==> src/rtl/bcd_display_driver_pkg.sv <==
// Shared constants for the two-digit seven-segment display driver:
// scan FSM state encoding and the segment patterns {g,f,e,d,c,b,a}.
package bcd_display_driver_pkg;

    // Scan states, visited in this fixed order every frame
    localparam logic [1:0] BLANK_T = 2'd0;
    localparam logic [1:0] SHOW_T  = 2'd1;
    localparam logic [1:0] BLANK_O = 2'd2;
    localparam logic [1:0] SHOW_O  = 2'd3;

    // Shown for any BCD nibble above 9
    localparam logic [6:0] SEG_DASH = 7'h40;

    localparam logic [6:0] SEG_0 = 7'h3F;
    localparam logic [6:0] SEG_1 = 7'h06;
    localparam logic [6:0] SEG_2 = 7'h5B;
    localparam logic [6:0] SEG_3 = 7'h4F;
    localparam logic [6:0] SEG_4 = 7'h66;
    localparam logic [6:0] SEG_5 = 7'h6D;
    localparam logic [6:0] SEG_6 = 7'h7D;
    localparam logic [6:0] SEG_7 = 7'h07;
    localparam logic [6:0] SEG_8 = 7'h7F;
    localparam logic [6:0] SEG_9 = 7'h6F;

endpackage

==> src/rtl/bcd_display_driver_bcd_to_seg7.sv <==
// Combinational BCD digit to seven-segment decoder; invalid codes show a dash.
module bcd_to_seg7
    import bcd_display_driver_pkg::*;
(
    input  logic [3:0] bcd,
    output logic [6:0] seg
);

    // Table lookup, dash for A..F
    always_comb begin
        seg = SEG_DASH;
        case (bcd)
            4'd0:    seg = SEG_0;
            4'd1:    seg = SEG_1;
            4'd2:    seg = SEG_2;
            4'd3:    seg = SEG_3;
            4'd4:    seg = SEG_4;
            4'd5:    seg = SEG_5;
            4'd6:    seg = SEG_6;
            4'd7:    seg = SEG_7;
            4'd8:    seg = SEG_8;
            4'd9:    seg = SEG_9;
            default: seg = SEG_DASH;
        endcase
    end

endmodule

==> src/rtl/bcd_display_driver.sv <==
// Two-digit multiplexed seven-segment driver with tear-free frame-boundary
// commit, anti-ghosting blank gaps, leading-zero blanking and PWM dimming.
// Optional feature: define SEG_BLINK_EN to add a frame counter that blanks
// the digits for half of every 256-frame period while blink is high.
// BLANK_CYCLES is expected to be at least 1.
module bcd_display_driver
    import bcd_display_driver_pkg::*;
#(
    parameter int SCAN_DIV     = 16,
    parameter int BLANK_CYCLES = 2,
    parameter bit ACTIVE_LOW   = 1'b0
) (
    input  logic       clk,
    input  logic       rst,
    input  logic [7:0] bcd_in,
    input  logic       load,
    input  logic [2:0] bright,
    input  logic       blink,
    output logic [6:0] seg,
    output logic [1:0] dig_en,
    output logic       applied
);

    localparam int CW = $clog2(SCAN_DIV);
    localparam logic [CW-1:0] BLANK_LAST = CW'(BLANK_CYCLES - 1);
    localparam logic [CW-1:0] SHOW_LAST  = CW'(SCAN_DIV - BLANK_CYCLES - 1);

    logic [1:0]    state, state_d;
    logic [CW-1:0] slot_cnt, slot_cnt_d;
    logic          state_last;
    logic          commit;

    logic [7:0]    shadow, shadow_d;
    logic [7:0]    display, display_d;
    logic          pending, pending_d;
    logic          applied_q, applied_d;

    logic [6:0]    seg_q, seg_d;
    logic [1:0]    dig_q, dig_d;
    logic [3:0]    digit;
    logic [6:0]    dec_seg;
    logic          pwm_on;

`ifdef SEG_BLINK_EN
    logic [7:0]    frame_cnt;
`else
    logic          unused_blink;
    assign unused_blink = blink;
`endif

    // Scan sequencing: slot counter restarts on every state change
    always_comb begin
        if (state == BLANK_T || state == BLANK_O) begin
            state_last = (slot_cnt == BLANK_LAST);
        end else begin
            state_last = (slot_cnt == SHOW_LAST);
        end
        state_d    = state;
        slot_cnt_d = slot_cnt + CW'(1);
        if (state_last) begin
            slot_cnt_d = '0;
            case (state)
                BLANK_T: state_d = SHOW_T;
                SHOW_T:  state_d = BLANK_O;
                BLANK_O: state_d = SHOW_O;
                default: state_d = BLANK_T;
            endcase
        end
        // Frame boundary: last SHOW_O cycle
        commit = (state == SHOW_O) && state_last;
    end

    // Shadow capture and frame-boundary commit; a load on the boundary bypasses the shadow
    always_comb begin
        shadow_d  = load ? bcd_in : shadow;
        pending_d = pending;
        display_d = display;
        applied_d = 1'b0;
        if (commit) begin
            pending_d = 1'b0;
            if (pending || load) begin
                display_d = shadow_d;
                applied_d = 1'b1;
            end
        end else if (load) begin
            pending_d = 1'b1;
        end
    end

    // One decoder shared by both digits, input muxed by scan state
    assign digit = (state == SHOW_T) ? display[7:4] : display[3:0];

    bcd_to_seg7 u_dec (
        .bcd (digit),
        .seg (dec_seg)
    );

    assign pwm_on = (slot_cnt[2:0] <= bright);

    // Next registered pin values decoded from the current state and counter
    always_comb begin
        seg_d = 7'h00;
        dig_d = 2'b00;
        case (state)
            SHOW_T: begin
                seg_d = dec_seg;
                // Leading zero blanking; invalid tens codes are never blanked
                dig_d = {pwm_on && (display[7:4] != 4'd0), 1'b0};
            end
            SHOW_O: begin
                seg_d = dec_seg;
                dig_d = {1'b0, pwm_on};
            end
            default: begin
                seg_d = 7'h00;
                dig_d = 2'b00;
            end
        endcase
`ifdef SEG_BLINK_EN
        if (blink && frame_cnt[7]) begin
            dig_d = 2'b00;
        end
`endif
    end

    // Scan state and slot counter
    always_ff @(posedge clk or posedge rst) begin
        if (rst) begin
            state    <= BLANK_T;
            slot_cnt <= '0;
        end else begin
            state    <= state_d;
            slot_cnt <= slot_cnt_d;
        end
    end

    // Shadow, display and commit pulse
    always_ff @(posedge clk or posedge rst) begin
        if (rst) begin
            shadow    <= 8'h00;
            display   <= 8'h00;
            pending   <= 1'b0;
            applied_q <= 1'b0;
        end else begin
            shadow    <= shadow_d;
            display   <= display_d;
            pending   <= pending_d;
            applied_q <= applied_d;
        end
    end

    // Registered segment and digit drive (logical polarity)
    always_ff @(posedge clk or posedge rst) begin
        if (rst) begin
            seg_q <= 7'h00;
            dig_q <= 2'b00;
        end else begin
            seg_q <= seg_d;
            dig_q <= dig_d;
        end
    end

`ifdef SEG_BLINK_EN
    // Frame counter, advanced on every entry to BLANK_T
    always_ff @(posedge clk or posedge rst) begin
        if (rst) begin
            frame_cnt <= 8'h00;
        end else if (commit) begin
            frame_cnt <= frame_cnt + 8'd1;
        end
    end
`endif

    // Pin polarity for common-anode boards; applied stays active high
    assign seg     = ACTIVE_LOW ? ~seg_q : seg_q;
    assign dig_en  = ACTIVE_LOW ? ~dig_q : dig_q;
    assign applied = applied_q;

endmodule
==> config.mk <==
export PLATFORM = sky130hd
export DESIGN_NAME = bcd_display_driver
export DESIGN_NICKNAME = d
export VERILOG_FILES = /design/src/rtl/bcd_display_driver_pkg.sv /design/src/rtl/bcd_display_driver_bcd_to_seg7.sv /design/src/rtl/bcd_display_driver.sv
export SDC_FILE = /design/constraint.sdc
export NUM_CORES = 1
export LEC_CHECK = 0
export ABC_AREA = 1
export BUFFER_PORTS_ARGS = -buffer_cell sky130_fd_sc_hd__buf_2
export CAP_MARGIN = 10
export CORE_UTILIZATION = 45
export CTS_CLUSTER_SIZE = 25
export DETAILED_ROUTE_END_ITERATION = 6
export GPL_ROUTABILITY_DRIVEN = 0
export MAX_ROUTING_LAYER = met4
export PLACE_DENSITY = 0.75
export SLEW_MARGIN = 20
export SYNTH_ARGS = -nofsm -noshare
export SYNTH_HDL_FRONTEND = slang
export SYNTH_SLANG_ARGS = --single-unit
==> constraint.sdc <==
create_clock -name clk -period 2.55 [get_ports clk]
set_input_delay 0.51 -clock clk [delete_from_list [all_inputs] [get_ports clk]]
set_output_delay 0.51 -clock clk [all_outputs]
set_load 0.01 [all_outputs]
# Word-level counts from Yosys, hierarchy flattened
# Memories as Yosys holds them, arrays and structs flattened.
# Index checks and enable logic that the tools add are counted.
# W data, S select, Z words.
# op_classes
n_addsub,1
magnitude_cmp,1
n_eq_ne,5
n_mux,11
n_reduce_logical,9
# ops
cell,count
$mux W4,2
$mux W8,1
$mux W7,1
$pmux W2 S3,1
$mux W1,5
$add A4 B1 Y4 const B,1
$eq A2 B2 Y1 const B,2
$eq A4 B1 Y1 const B,1
$eq A4 B4 Y1 const B,1
$pmux W2 S2,1
$reduce_bool A4 Y1,1
$le A3 B3 Y1,1
$eq A2 B1 Y1 const B,1
$logic_and A1 B1 Y1,2
$logic_not A2 Y1,1
$logic_or A1 B1 Y1,2
$reduce_and A2 Y1,1
$reduce_bool A2 Y1,1
$reduce_or A2 Y1,1
# word_totals
regBits,33
mem_bits_ro,112
inputBits,15
out_inout_bits,10
word_cells,36
mem_count,1
# mem_list
memory,words,width,rd,rd_ports_with_merged_regs,write_ports,line_no,source
(name not given),16,7,1,0,0,bcd_display_driver_bcd_to_seg7.sv:12,case (bcd)

# Logic depth before layout (Yosys ltp)
# depth
ltp_word,5
depth_mapped,12
mapped_depth_nobuf,11

# Cells and area by module
# Synthesis repeated with hierarchy kept, for this count alone.
# hier_totals
cells_unflattened,200
hier_area_um2,1725.4
# modules_own_cells
module,n_inst,cells_each,area_each_um2,seq_area_each_um2
bcd_display_driver,1,164,1532.7,825.8
bcd_to_seg7,1,36,192.7,0.0

# Least setup slack after synthesis
# No wires, ideal clock.
# synth_path
path_type,register to register
from,register state[0]
to,"register seg_q[6], in the netlist seg[6]"
setup_ns,0.064
t_arrival_ns,1.744
required_time_ns,2.486
slack_ns,0.742
path_stages_with_launch,9
n_path_buf,1
cell_sequence,dfrtp_1 > ha_1 > buf_6 > o21ai_0 > inv_1 > ha_1 > o21ai_0 > o21ai_0 > inv_1
# synth_between
elab_chain_cells,4
word_cells_on_any_way,6
cone_classes,eq/ne (2); mux (2); reduce/logical (1); memory (1)
# synth_lines
element,line_no,source
from (decl),bcd_display_driver.sv:28,"logic [1:0] state, state_d;"
from (signal assigned),bcd_display_driver.sv:132,state <= state_d;
$eq A2 B1 Y1,"bcd_display_driver.sv:91, bcd_display_driver.sv:104",
$mux W4,bcd_display_driver.sv:91,assign digit = (state == SHOW_T) ? display[7:4] : display[3:0];
$mem_v2 Z16 W7,-,
$mux W7 (*),bcd_display_driver.sv:104,case (state)
net seg_d[6],bcd_display_driver.sv:38,"logic [6:0] seg_q, seg_d;"
to (signal assigned),bcd_display_driver.sv:158,seg_q <= seg_d;
to (decl),bcd_display_driver.sv:38,
# The timed path passes the listed nets; every way through them passes the cells marked *.
# A chain may end at the register's enable or synchronous reset.

# Worst setup path in the final report
# Ends and elaborated chain as after synthesis.

==> reports/qor.yml <==
num_vias: 1241
cts_buffers: 5
routed_via_density: 4.648
critPathMostFrequentCell: "o21ai_0"
ant_nets: 0
power_frac_clock_pct: 43.6
crit_path_end_kind: "flip-flop"
tns_ns: 0
p_leak_uw: 0.001128
syn_area_um2: 1674
core_um2: 3442
cts_tree: "yes"
worstMarginPinSlew_ns: 0.5050
dr.pass1.iters: 4
ctsHoldBuffers: 0
synthToLayoutAreaGrowth_pct: 16.07
synth_fp_nets: 219
worstPathMaxFanout: 8
worstHoldPathType: "input pin to asynchronous set/reset pin"
max_slew_margin_pct: 65.98
worst_ep_arrival_time_ns: 2.36
regToRegStartpoint: "state[0]"
antenna_cells: 0
fin_crit_sh_pct: 83.77
slowest_delay_ns: 0.48
die_h_um: 63.00
first_iter_violations: 52
die-width_um: 63.00
netlist_instances: 192
fp-row-count: 21
ys_types: 28
path_clk_slew_ns: 0.06
max_freq_ghz: 0.4681
crit_family: "compound AO/OA/AOI/OAI gates"
p_per_area_nw_per_um2: 592.1
ys_ff_latch: 33
num_io_pins: 25
fin_ws_ns: 0.4138
multi_input_area_um2: 716.9
clock-root-buffer: "clkbuf_8"
grt_pass1_wl_mm: 4.850
grt_max_degree: 34
start_kind: "flip-flop"
hpwl_mm: 2.063
switching_share_pct: 22.00
die_area_um2: 3968
share_seq_of_total_power_pct: 48.5
seq_area_um2: 825.8
synth_warnings: 0
p_int_uw: 897.4
wl_per_cell_um: 10.37
clock_skew_ns: 0.002559
outcome: "completed"
clkLatencyLatePin_ns: 0.28
overflow: 0
cts.sinks: 33
fill_cells: 320
p_sw_uw: 253.1
start_util_pct: 48.64
total_power_uw: 1150
max_cap_violations: 0
nNetsFinal: 247
share_comb_of_total_power_pct: 7.9
crit_slowest_cell: "dfrtp_1"
hold_violations: 0
setup_viol_count_final: 0
rsz0062_at_grt: "false"
slew_violations: 0
cp.buffers_inverters: 2
clockBufferDepth: 2
yosysSeqAreaShare_pct: 49.33
wirelength_mm: 2.769
cp.depth: 7
antenna_found_initial: 0
rr_worst_depth: 7
crit_start: "state[0]"
path_cells: "ha_1 > o21ai_0 > inv_1 > ha_1 > o21ai_0 > o21ai_0 > inv_1"
ctsResizeCount: 0
period_needed_ns: 2.136
grt_pass1_vias: 1117
vdd_ir_drop_max_mv: 0.4015
cp.required_ns: 2.78
pre_cts_ws_ns: 0.4298
grt_usage_pct: 16.54
syn_area_per_cell_um2: 8.719
cts_setup_buffers: 0
critPathKind: "flip-flop to flip-flop"
drc: 0
layout-drive-gt1-share_pct: 19.00
htree_levels: 2
numPortBuffers: 23
power groups by stage:
stage	Sequential (µW)	Combinational, µW	Clock [µW]
2_1_floorplan	564	68.3	0
3_3_place_gp	566	90.1	0
3_5_place_dp	567	92.5	0
4_1_cts	558	93.0	511
5_1_grt	560	107	539
6_report	558	91.4	501
layer usage:
| layer | part of all wire [%] | wire [µm] | GRT usage, % | vias up |
|---|---|---|---|---|
| li1 | - | - | - | 655 |
| met1 | 49 | 1359 | 20.12 | 551 |
| met2 | 44 | 1227 | 24.19 | 28 |
| met3 | 4.1 | 113 | 4.380 | 7 |
| met4 | 2.5 | 69 | 10.47 | 0 |
| met5 | 0 | 0 | - | - |
cells in the mapped netlist:
library cell  number  area [µm²]
or2_2              1       6.260
buf_6              2       22.52
o21ai_1            1       5.000
a32oi_1            1       8.760
nand4_1            1       6.260
inv_4              1       6.260
nand3_4            1       17.52
nand3_1           11       55.05
or2_1              2       12.51
nand3b_1           1       7.510
o21ai_4            1       16.27
inv_1             25       93.84
nor2_4             2       22.52
inv_2              1       3.750
o21ai_2            1       8.760
nand4_2            1       12.51
nor3_1             2       10.01
a21oi_1            5       25.02
nor4_1             1       6.260
buf_2              1       5.000
nor2_1            15       56.30
nand2_2            2       12.51
ha_1              12       150.1
o21ai_0           10       50.05
xor2_1             1       8.760
xnor2_1            1       8.760
nand2_1           56       210.2
dfrtp_1           33       825.8
worst min-delay path: cells and delay by family:
| family | cells | cell delay (ns) |
|---|---|---|
| buf+inv | 3 | 0.51 |
final cells by class:
cell class                 count  area share (%)
inverter                      27           5.345
tap                           46           2.962
timing repair buffer          24           6.310
clock inverter                 1           1.545
multi-input combinational    129           36.90
sequential                    33           42.50
clock buffer                   7           4.443
layout by cell type, fill, tap and decap left out, types with 5 or more instances in the layout:
cell	count
a21oi_1	5
nor2_1	15
inv_1	25
o21ai_0	10
nand2_1	56
ha_1	12
clkbuf_8	6
nand3_1	11
buf_2	23
dfrtp_1	33
cell families after synthesis:
group	share of synthesized area, %
flip-flops	49.33
adder cells (fa/ha/maj)	8.968
AO/OA/AOI/OAI	6.801
AND/OR/NAND/NOR	26.01
buffers and inverters	7.847
XOR/XNOR	1.047
state kept, by name, indices dropped and copies added, names as in the netlist:
register / flops
state: 2
display: 8
slot_cnt: 4
pending: 1
dig_en: 2
applied: 1
shadow: 8
seg: 7
path summary, 6_finish.rpt:
| path | endpoint | slack, ns |
|---|---|---|
| worst max-delay path | seg[6] | 0.41 |
| worst min-delay path | slot_cnt[1] | 0.31 |
| worst max register to register | seg[6] | 0.41 |
| worst min register to register | shadow[4] | 0.47 |
| max in group asynchronous | slot_cnt[3] | 1.95 |
| min in group clk | shadow[6] | 0.45 |
stage by stage:
stage,cells,util (%),hold WS [ns],area [µm²]
final,267,56.45,0.3079,1943
after CTS,267,56.45,0.3161,1943
after global placement,259,53.07,0.4566,1827
after floorplan,192,-,0.4367,1674
after detailed placement,259,53.07,0.4595,1827
after global routing,267,56.45,0.3430,1943
Note: power is estimated with default switching activity, not from simulation.
